$ cat config.mk
export PLATFORM = sky130hd
export DESIGN_NAME = soc_cfg_regbank_flat
export DESIGN_NICKNAME = d
export VERILOG_FILES = /design/src/rtl/soc_cfg_regbank_pkg.sv /design/src/rtl/soc_cfg_regbank_if.sv /design/src/rtl/soc_cfg_chan.sv /design/src/rtl/soc_cfg_regbank.sv /design/src/flat_wrapper.sv
export SDC_FILE = /design/constraint.sdc
export NUM_CORES = 1
export LEC_CHECK = 0
export ABC_AREA = 1
export CORE_MARGIN = 8
export CORE_UTILIZATION = 40
export CTS_CLUSTER_DIAMETER = 150
export CTS_CLUSTER_SIZE = 24
export DETAILED_ROUTE_END_ITERATION = 6
export GPL_TIMING_DRIVEN = 0
export MAX_ROUTING_LAYER = met4
export PLACE_DENSITY_LB_ADDON = 0.05
export SYNTH_ARGS = -nofsm -noshare
export SYNTH_HDL_FRONTEND = slang
export SYNTH_SLANG_ARGS = --single-unit
$ cat constraint.sdc
create_clock -name i_clk -period 4.7 [get_ports i_clk]
set_input_delay 0.94 -clock i_clk [delete_from_list [all_inputs] [get_ports i_clk]]
set_output_delay 0.94 -clock i_clk [all_outputs]
set_load 0.03 [all_outputs]
$ cat src/rtl/soc_cfg_regbank_pkg.sv
// Shared register map, CTRL bit positions and APB response type for soc_cfg_regbank.
// Pure definitions: no latency and no backpressure of its own.
package soc_cfg_regbank_pkg;

    localparam logic [11:0] REG_ID      = 12'h000;
    localparam logic [11:0] REG_GEOM    = 12'h004;
    localparam logic [11:0] REG_CTRL    = 12'h008;
    localparam logic [11:0] REG_STATUS  = 12'h00C;
    localparam logic [11:0] REG_SHADOW0 = 12'h010;

    localparam int CTRL_COMMIT = 0;
    localparam int CTRL_LOCK   = 1;
    localparam int MAX_NCH     = 8;

    typedef struct packed {
        logic [31:0] prdata;
        logic        pslverr;
    } apb_resp_t;

endpackage

$ cat src/rtl/soc_cfg_regbank_if.sv
// APB request/response bundle between the peripheral bus and soc_cfg_regbank.
// Wires only: no latency; completion is signalled by pready.
interface soc_cfg_regbank_if;
    logic        psel;
    logic        penable;
    logic        pwrite;
    logic [11:0] paddr;
    logic [31:0] pwdata;
    logic [31:0] prdata;
    logic        pready;
    logic        pslverr;

    modport master (output psel, penable, pwrite, paddr, pwdata,
                    input  prdata, pready, pslverr);
    modport slave  (input  psel, penable, pwrite, paddr, pwdata,
                    output prdata, pready, pslverr);
endinterface

$ cat src/rtl/soc_cfg_chan.sv
// One config channel: shadow, pending offer and active value; updates one cycle after the strobe.
// Pending value and valid hold until the consumer raises ready; ready without valid is ignored.
module soc_cfg_chan #(
    parameter int             DW      = 8,
    parameter logic [DW-1:0]  RST_VAL = '0
) (
    input  logic          i_clk,
    input  logic          i_rst,
    input  logic          shadow_we,
    input  logic [DW-1:0] shadow_wdata,
    input  logic          offer,
    input  logic          ready,
    output logic [DW-1:0] shadow,
    output logic [DW-1:0] pend,
    output logic [DW-1:0] active,
    output logic          valid
);
    logic [DW-1:0] shadow_q, shadow_d;
    logic [DW-1:0] pend_q, pend_d;
    logic [DW-1:0] active_q, active_d;
    logic          valid_q, valid_d;

    always_comb begin
        shadow_d = shadow_q;
        pend_d   = pend_q;
        active_d = active_q;
        valid_d  = valid_q;
        if (shadow_we) shadow_d = shadow_wdata;
        if (valid_q && ready) begin
            active_d = pend_q;
            valid_d  = 1'b0;
        end
        // offer is only raised while no channel is pending, so it never races a retire
        if (offer) begin
            pend_d  = shadow_q;
            valid_d = 1'b1;
        end
    end

    always_ff @(posedge i_clk or posedge i_rst) begin
        if (i_rst) begin
            shadow_q <= RST_VAL;
            pend_q   <= RST_VAL;
            active_q <= RST_VAL;
            valid_q  <= 1'b0;
        end else begin
            shadow_q <= shadow_d;
            pend_q   <= pend_d;
            active_q <= active_d;
            valid_q  <= valid_d;
        end
    end

    assign shadow = shadow_q;
    assign pend   = pend_q;
    assign active = active_q;
    assign valid  = valid_q;
endmodule

$ cat src/rtl/soc_cfg_regbank.sv
// APB config register bank with atomic commit to NCH channels; one APB wait state per access.
// Per-channel valid/ready offer; optional sticky write lock when SOC_CFG_REGBANK_LOCK_EN is defined.
module soc_cfg_regbank
    import soc_cfg_regbank_pkg::*;
#(
    parameter int             NCH     = 4,
    parameter int             DW      = 8,
    parameter logic [31:0]    HW_ID   = 32'h20221101,
    parameter logic [31:0]    GEOM    = 32'h0,
    parameter logic [DW-1:0]  RST_VAL = '0
) (
    input  logic                  i_clk,
    input  logic                  i_rst,
    soc_cfg_regbank_if.slave      apb,
    output logic [NCH*DW-1:0]     o_cfg_data,
    output logic [NCH-1:0]        o_cfg_valid,
    input  logic [NCH-1:0]        i_cfg_ready,
    output logic [NCH*DW-1:0]     o_cfg_active
);
    logic [NCH-1:0][DW-1:0] shadow, pend, active;
    logic [NCH-1:0]         valid, shadow_we, offer;
    logic                   access, commit_go, lock;
    logic                   pready_q, pready_d;
    apb_resp_t              resp_q, resp_d;
    logic [9:0]             word;
    logic                   unused_apb_bits;

`ifdef SOC_CFG_REGBANK_LOCK_EN
    logic lock_set, lock_q, lock_d;
    always_comb lock_d = lock_q | lock_set;
    always_ff @(posedge i_clk or posedge i_rst) begin
        if (i_rst) lock_q <= 1'b0;
        else       lock_q <= lock_d;
    end
    assign lock = lock_q;
`else
    assign lock = 1'b0;
`endif

    assign word            = apb.paddr[11:2];
    assign unused_apb_bits = ^{apb.paddr, apb.pwdata};
    assign access          = apb.psel & apb.penable & ~pready_q;

    always_comb begin
        resp_d    = '0;
        pready_d  = access;
        shadow_we = '0;
        commit_go = 1'b0;
`ifdef SOC_CFG_REGBANK_LOCK_EN
        lock_set  = 1'b0;
`endif
        if (access) begin
            if (word == REG_ID[11:2]) begin
                if (apb.pwrite) resp_d.pslverr = 1'b1;
                else            resp_d.prdata  = HW_ID;
            end else if (word == REG_GEOM[11:2]) begin
                if (apb.pwrite) resp_d.pslverr = 1'b1;
                else            resp_d.prdata  = GEOM;
            end else if (word == REG_CTRL[11:2]) begin
                if (apb.pwrite) begin
                    if (apb.pwdata[CTRL_COMMIT]) begin
                        if (lock || (|valid)) resp_d.pslverr = 1'b1;
                        else                  commit_go      = 1'b1;
                    end
`ifdef SOC_CFG_REGBANK_LOCK_EN
                    lock_set = apb.pwdata[CTRL_LOCK];
`endif
                end else begin
                    resp_d.prdata[CTRL_LOCK] = lock;
                end
            end else if (word == REG_STATUS[11:2]) begin
                if (apb.pwrite) resp_d.pslverr            = 1'b1;
                else            resp_d.prdata[NCH-1:0]    = valid;
            end else begin
                // anything not matching a shadow slot below stays an error
                resp_d.pslverr = 1'b1;
                for (int n = 0; n < NCH; n++) begin
                    if (word == REG_SHADOW0[11:2] + 10'(n)) begin
                        resp_d.pslverr = 1'b0;
                        if (apb.pwrite) begin
                            if (lock || valid[n]) resp_d.pslverr = 1'b1;
                            else                  shadow_we[n]   = 1'b1;
                        end else begin
                            resp_d.prdata[DW-1:0] = shadow[n];
                        end
                    end
                end
            end
        end
    end

    always_ff @(posedge i_clk or posedge i_rst) begin
        if (i_rst) begin
            pready_q <= 1'b0;
            resp_q   <= '0;
        end else begin
            pready_q <= pready_d;
            resp_q   <= resp_d;
        end
    end

    for (genvar n = 0; n < NCH; n++) begin : g_chan
        assign offer[n] = commit_go & (shadow[n] != active[n]) & ~valid[n];

        soc_cfg_chan #(
            .DW      (DW),
            .RST_VAL (RST_VAL)
        ) u_chan (
            .i_clk        (i_clk),
            .i_rst        (i_rst),
            .shadow_we    (shadow_we[n]),
            .shadow_wdata (apb.pwdata[DW-1:0]),
            .offer        (offer[n]),
            .ready        (i_cfg_ready[n]),
            .shadow       (shadow[n]),
            .pend         (pend[n]),
            .active       (active[n]),
            .valid        (valid[n])
        );
    end

    assign apb.prdata   = resp_q.prdata;
    assign apb.pslverr  = resp_q.pslverr;
    assign apb.pready   = pready_q;
    assign o_cfg_data   = pend;
    assign o_cfg_valid  = valid;
    assign o_cfg_active = active;
endmodule

$ cat src/flat_wrapper.sv
// flat-port wrapper written by rule: the top's interface ports become plain ports
module soc_cfg_regbank_flat import soc_cfg_regbank_pkg::*;
#(
    parameter int             NCH     = 4,
    parameter int             DW      = 8,
    parameter logic [31:0]    HW_ID   = 32'h20221101,
    parameter logic [31:0]    GEOM    = 32'h0,
    parameter logic [DW-1:0]  RST_VAL = '0
)
  (i_clk, i_rst, o_cfg_data, o_cfg_valid, i_cfg_ready, o_cfg_active, apb_psel, apb_penable, apb_pwrite, apb_paddr, apb_pwdata, apb_prdata, apb_pready, apb_pslverr);
  soc_cfg_regbank_if apb_i ();
  input  logic i_clk;
  input  logic i_rst;
  output logic [NCH*DW-1:0] o_cfg_data;
  output logic [NCH-1:0] o_cfg_valid;
  input  logic [NCH-1:0] i_cfg_ready;
  output logic [NCH*DW-1:0] o_cfg_active;
  input wire logic [$bits(apb_i.psel)-1:0] apb_psel;
  input wire logic [$bits(apb_i.penable)-1:0] apb_penable;
  input wire logic [$bits(apb_i.pwrite)-1:0] apb_pwrite;
  input wire logic [$bits(apb_i.paddr)-1:0] apb_paddr;
  input wire logic [$bits(apb_i.pwdata)-1:0] apb_pwdata;
  output wire logic [$bits(apb_i.prdata)-1:0] apb_prdata;
  output wire logic [$bits(apb_i.pready)-1:0] apb_pready;
  output wire logic [$bits(apb_i.pslverr)-1:0] apb_pslverr;
  assign apb_i.psel = apb_psel;
  assign apb_i.penable = apb_penable;
  assign apb_i.pwrite = apb_pwrite;
  assign apb_i.paddr = apb_paddr;
  assign apb_i.pwdata = apb_pwdata;
  assign apb_prdata = apb_i.prdata;
  assign apb_pready = apb_i.pready;
  assign apb_pslverr = apb_i.pslverr;
  soc_cfg_regbank #(.NCH(NCH), .DW(DW), .HW_ID(HW_ID), .GEOM(GEOM), .RST_VAL(RST_VAL)) u_core (.i_clk(i_clk), .i_rst(i_rst), .apb(apb_i), .o_cfg_data(o_cfg_data), .o_cfg_valid(o_cfg_valid), .i_cfg_ready(i_cfg_ready), .o_cfg_active(o_cfg_active));
endmodule
==> flow_summary.json <==
{
  "slew_headroom": 0.352,
  "vias": 4347,
  "first_pass_iters": 5,
  "cts_setup_buffers": 0,
  "crit_type": "input pin to flop",
  "diodes": 0,
  "grt_max_degree": 59,
  "syn_to_final_growth_pct": 32.0,
  "wirelength_um": 14500,
  "root_buffer": "clkbuf_16",
  "end_kind": "flop",
  "cp_max_fo": 10,
  "hold_start": "u_core.g_chan[0].u_chan.pend[2]",
  "path_clk_slew_ns": 0.07,
  "fin_crit_sh": 0.630,
  "gp_congestion": 0.875,
  "total_leakage_power_nw": 3.50,
  "die-width_um": 131,
  "setup_viol": 0,
  "nets": 765,
  "drive_gt1_frac": 0.132,
  "async_flop_share": 1.00,
  "syn_area_um2": 5300,
  "ir_drop_v": 0.000139,
  "grt_remaining_overflow": 0,
  "drtIter0Drc": 328,
  "post-route-util": 0.535,
  "crit_required_ns": 4.93,
  "dp.cells": 877,
  "synth_enable_flop_cells": 0,
  "ys_ff_latch": 111,
  "fin_crit_ns": 2.96,
  "num_io_pins": 155,
  "crit_arrival_ns": 3.19,
  "wl_per_cell_um": 16.2,
  "r2r_end": "u_core.g_chan[2].u_chan.pend[7]",
  "worst_hold_path_type": "flop to flop",
  "maxCapViolations": 0,
  "r2r-start": "u_core.g_chan[3].u_chan.valid",
  "grt_pass1_vias": 4544,
  "avgSynthCellArea_um2": 9.22,
  "synthTopCellsByArea": "dfrtp_1 52%, nand2_1 11%, mux2_2 6.8%",
  "crit_start": "apb_paddr[3]",
  "yosysWarnings": 0,
  "drv_slew": 0,
  "rsz0062_at_grt": "no",
  "skew_ns": 0.0110,
  "worstSkewPairLatency_ns": 0.35,
  "grt_pass1_wl_um": 24300,
  "fp-row-count": 42,
  "portBuffers": 107,
  "cts_max_path_buffers": 2,
  "fmax_mhz": 338,
  "gr-usage-all-layers": 0.178,
  "synth_cells": 575,
  "crit_end": "u_core.g_chan[2].u_chan.pend[7]",
  "yosysUniqueCellTypes": 29,
  "reg2reg_depth": 6,
  "hold_violations": 0,
  "viasPerCell": 4.87,
  "cts_resized": 0,
  "core_um2": 13100,
  "final_antenna_net_count": 0,
  "ctsHtreeMaxLevel": 3,
  "layout_commonest_cell": "nand2_1",
  "timing.hold.ws_ns": 0.497,
  "cts-buffers-inserted": 9,
  "postCtsHoldBufs": 0,
  "cp-start-kind": "input pin",
  "r2r_slack_ns": 2.32,
  "stdcell_count": 893,
  "worst_pin_slew_ns": 0.965,
  "cts.sinks": 111,
  "ys_seq_area_frac": 0.524,
  "post-dp-hpwl_um": 11100,
  "power_mw": 1.87,
  "cts_tree": "built",
  "die_area_um2": 17200,
  "netlist.area_leader.share": 0.524,
  "status": "finished, final reports clean",
  "initial_core_util": 0.405,
  "yosysTopAreaCell": "dfrtp_1",
  "drc_errors": 0,
  "synthFlopType": "dfrtp_1",
  "die_h_um": 131,
  "nFillCells": 1217,
  "antenna_found_initial": 0,
  "final_cell_mix": "159 x nand2_1, 111 x dfrtp_1, 107 x clkdlybuf4s50_1, 51 x nand3_1, 44 x o21ai_0",
  "cellPowerDensity_nw_per_um2": 266
}
stage by stage:
| stage | setup TNS (ns) | setup WS [ns] | cell area (µm²) |
|---|---|---|---|
| finish | 0 | 1.74 | 7000 |
| global route | 0 | 1.56 | 7000 |
| CTS | 0 | 1.76 | 7000 |
| detailed placement | 0 | 1.38 | 6690 |
| global placement | -79.89 | -0.726 | 6660 |
| floorplan | 0 | 0.829 | 5370 |
power by group:
group,switching (mW),internal (mW),total (mW)
clock network,0.356,0.434,0.790
registers,0.00180,0.956,0.958
logic,0.0774,0.0401,0.117
total,0.435,1.43,1.87
how the worst min path moves through the flow:
stage	endpoint	slack (ns)	cells after the start
after floorplan	u_core.g_chan[0].u_chan.shadow[7]	0.48	2
after CTS	u_core.g_chan[0].u_chan.pend[2]	0.50	2
final	u_core.g_chan[0].u_chan.pend[2]	0.50	2
after global placement	u_core.g_chan[0].u_chan.pend[1]	0.48	2
after detailed placement	u_core.g_chan[0].u_chan.pend[2]	0.49	2
after global routing	u_core.g_chan[2].u_chan.pend[6]	0.53	2
cells by family after synthesis:
family,share of synthesized area
xor+xnor,0.0462
other cells,0.000707
mux,0.0679
buf+inv,0.0793
compound gates,0.0620
flops,0.524
simple gates,0.220
layer usage:
layer  routed length (µm)  up-vias  track usage
li1                     -     2118            -
met1                 7160     2068        0.239
met2                 6250      145        0.258
met3                  849       16       0.0396
met4                  222        0       0.0639
met5                    0        -            -
state kept, by name, indices dropped and copies added, names as in the netlist:
register and flops:
u_core.apb.pslverr 1, u_core.g_chan.u_chan.pend 32, u_core.g_chan.u_chan.shadow 32, u_core.apb.prdata 9
u_core.apb.pready 1, u_core.g_chan.u_chan.active 32, u_core.g_chan.u_chan.valid 4
worst max-delay path: stages:
cell and delay [ns]:
clkdlybuf4s50_1 0.61, inv_2 0.11, nor2_8 0.16, nand4_4 0.12, nor4_4 0.74, nand2_2 0.30
nand2_1 0.14, nand2_1 0.06
synth_stat cells (3+ instances only):
library cell / n
xnor2_1: 12
nand3b_1: 3
a21oi_1: 14
o2111ai_1: 3
nand3_1: 51
nand2_2: 4
nor3_1: 7
clkbuf_1: 3
dfrtp_1: 111
mux2_2: 32
xor2_1: 16
buf_4: 29
nor2_1: 23
inv_1: 39
o21ai_0: 44
nand2_1: 159
nand4_1: 8
buf_2: 3
final cells by class:
class	instances	area [µm²]	share of cell area
Sequential cell	111	2780	0.397
Multi-Input combinational cell	404	2170	0.311
Timing Repair Buffer	108	1100	0.157
Buffer	37	267	0.0381
Clock buffer	11	243	0.0347
Tap cell	176	220	0.0315
Inverter	41	156	0.0223
Clock inverter	5	63.8	0.00912
No activity file was read; power rests on OpenSTA's default activity.
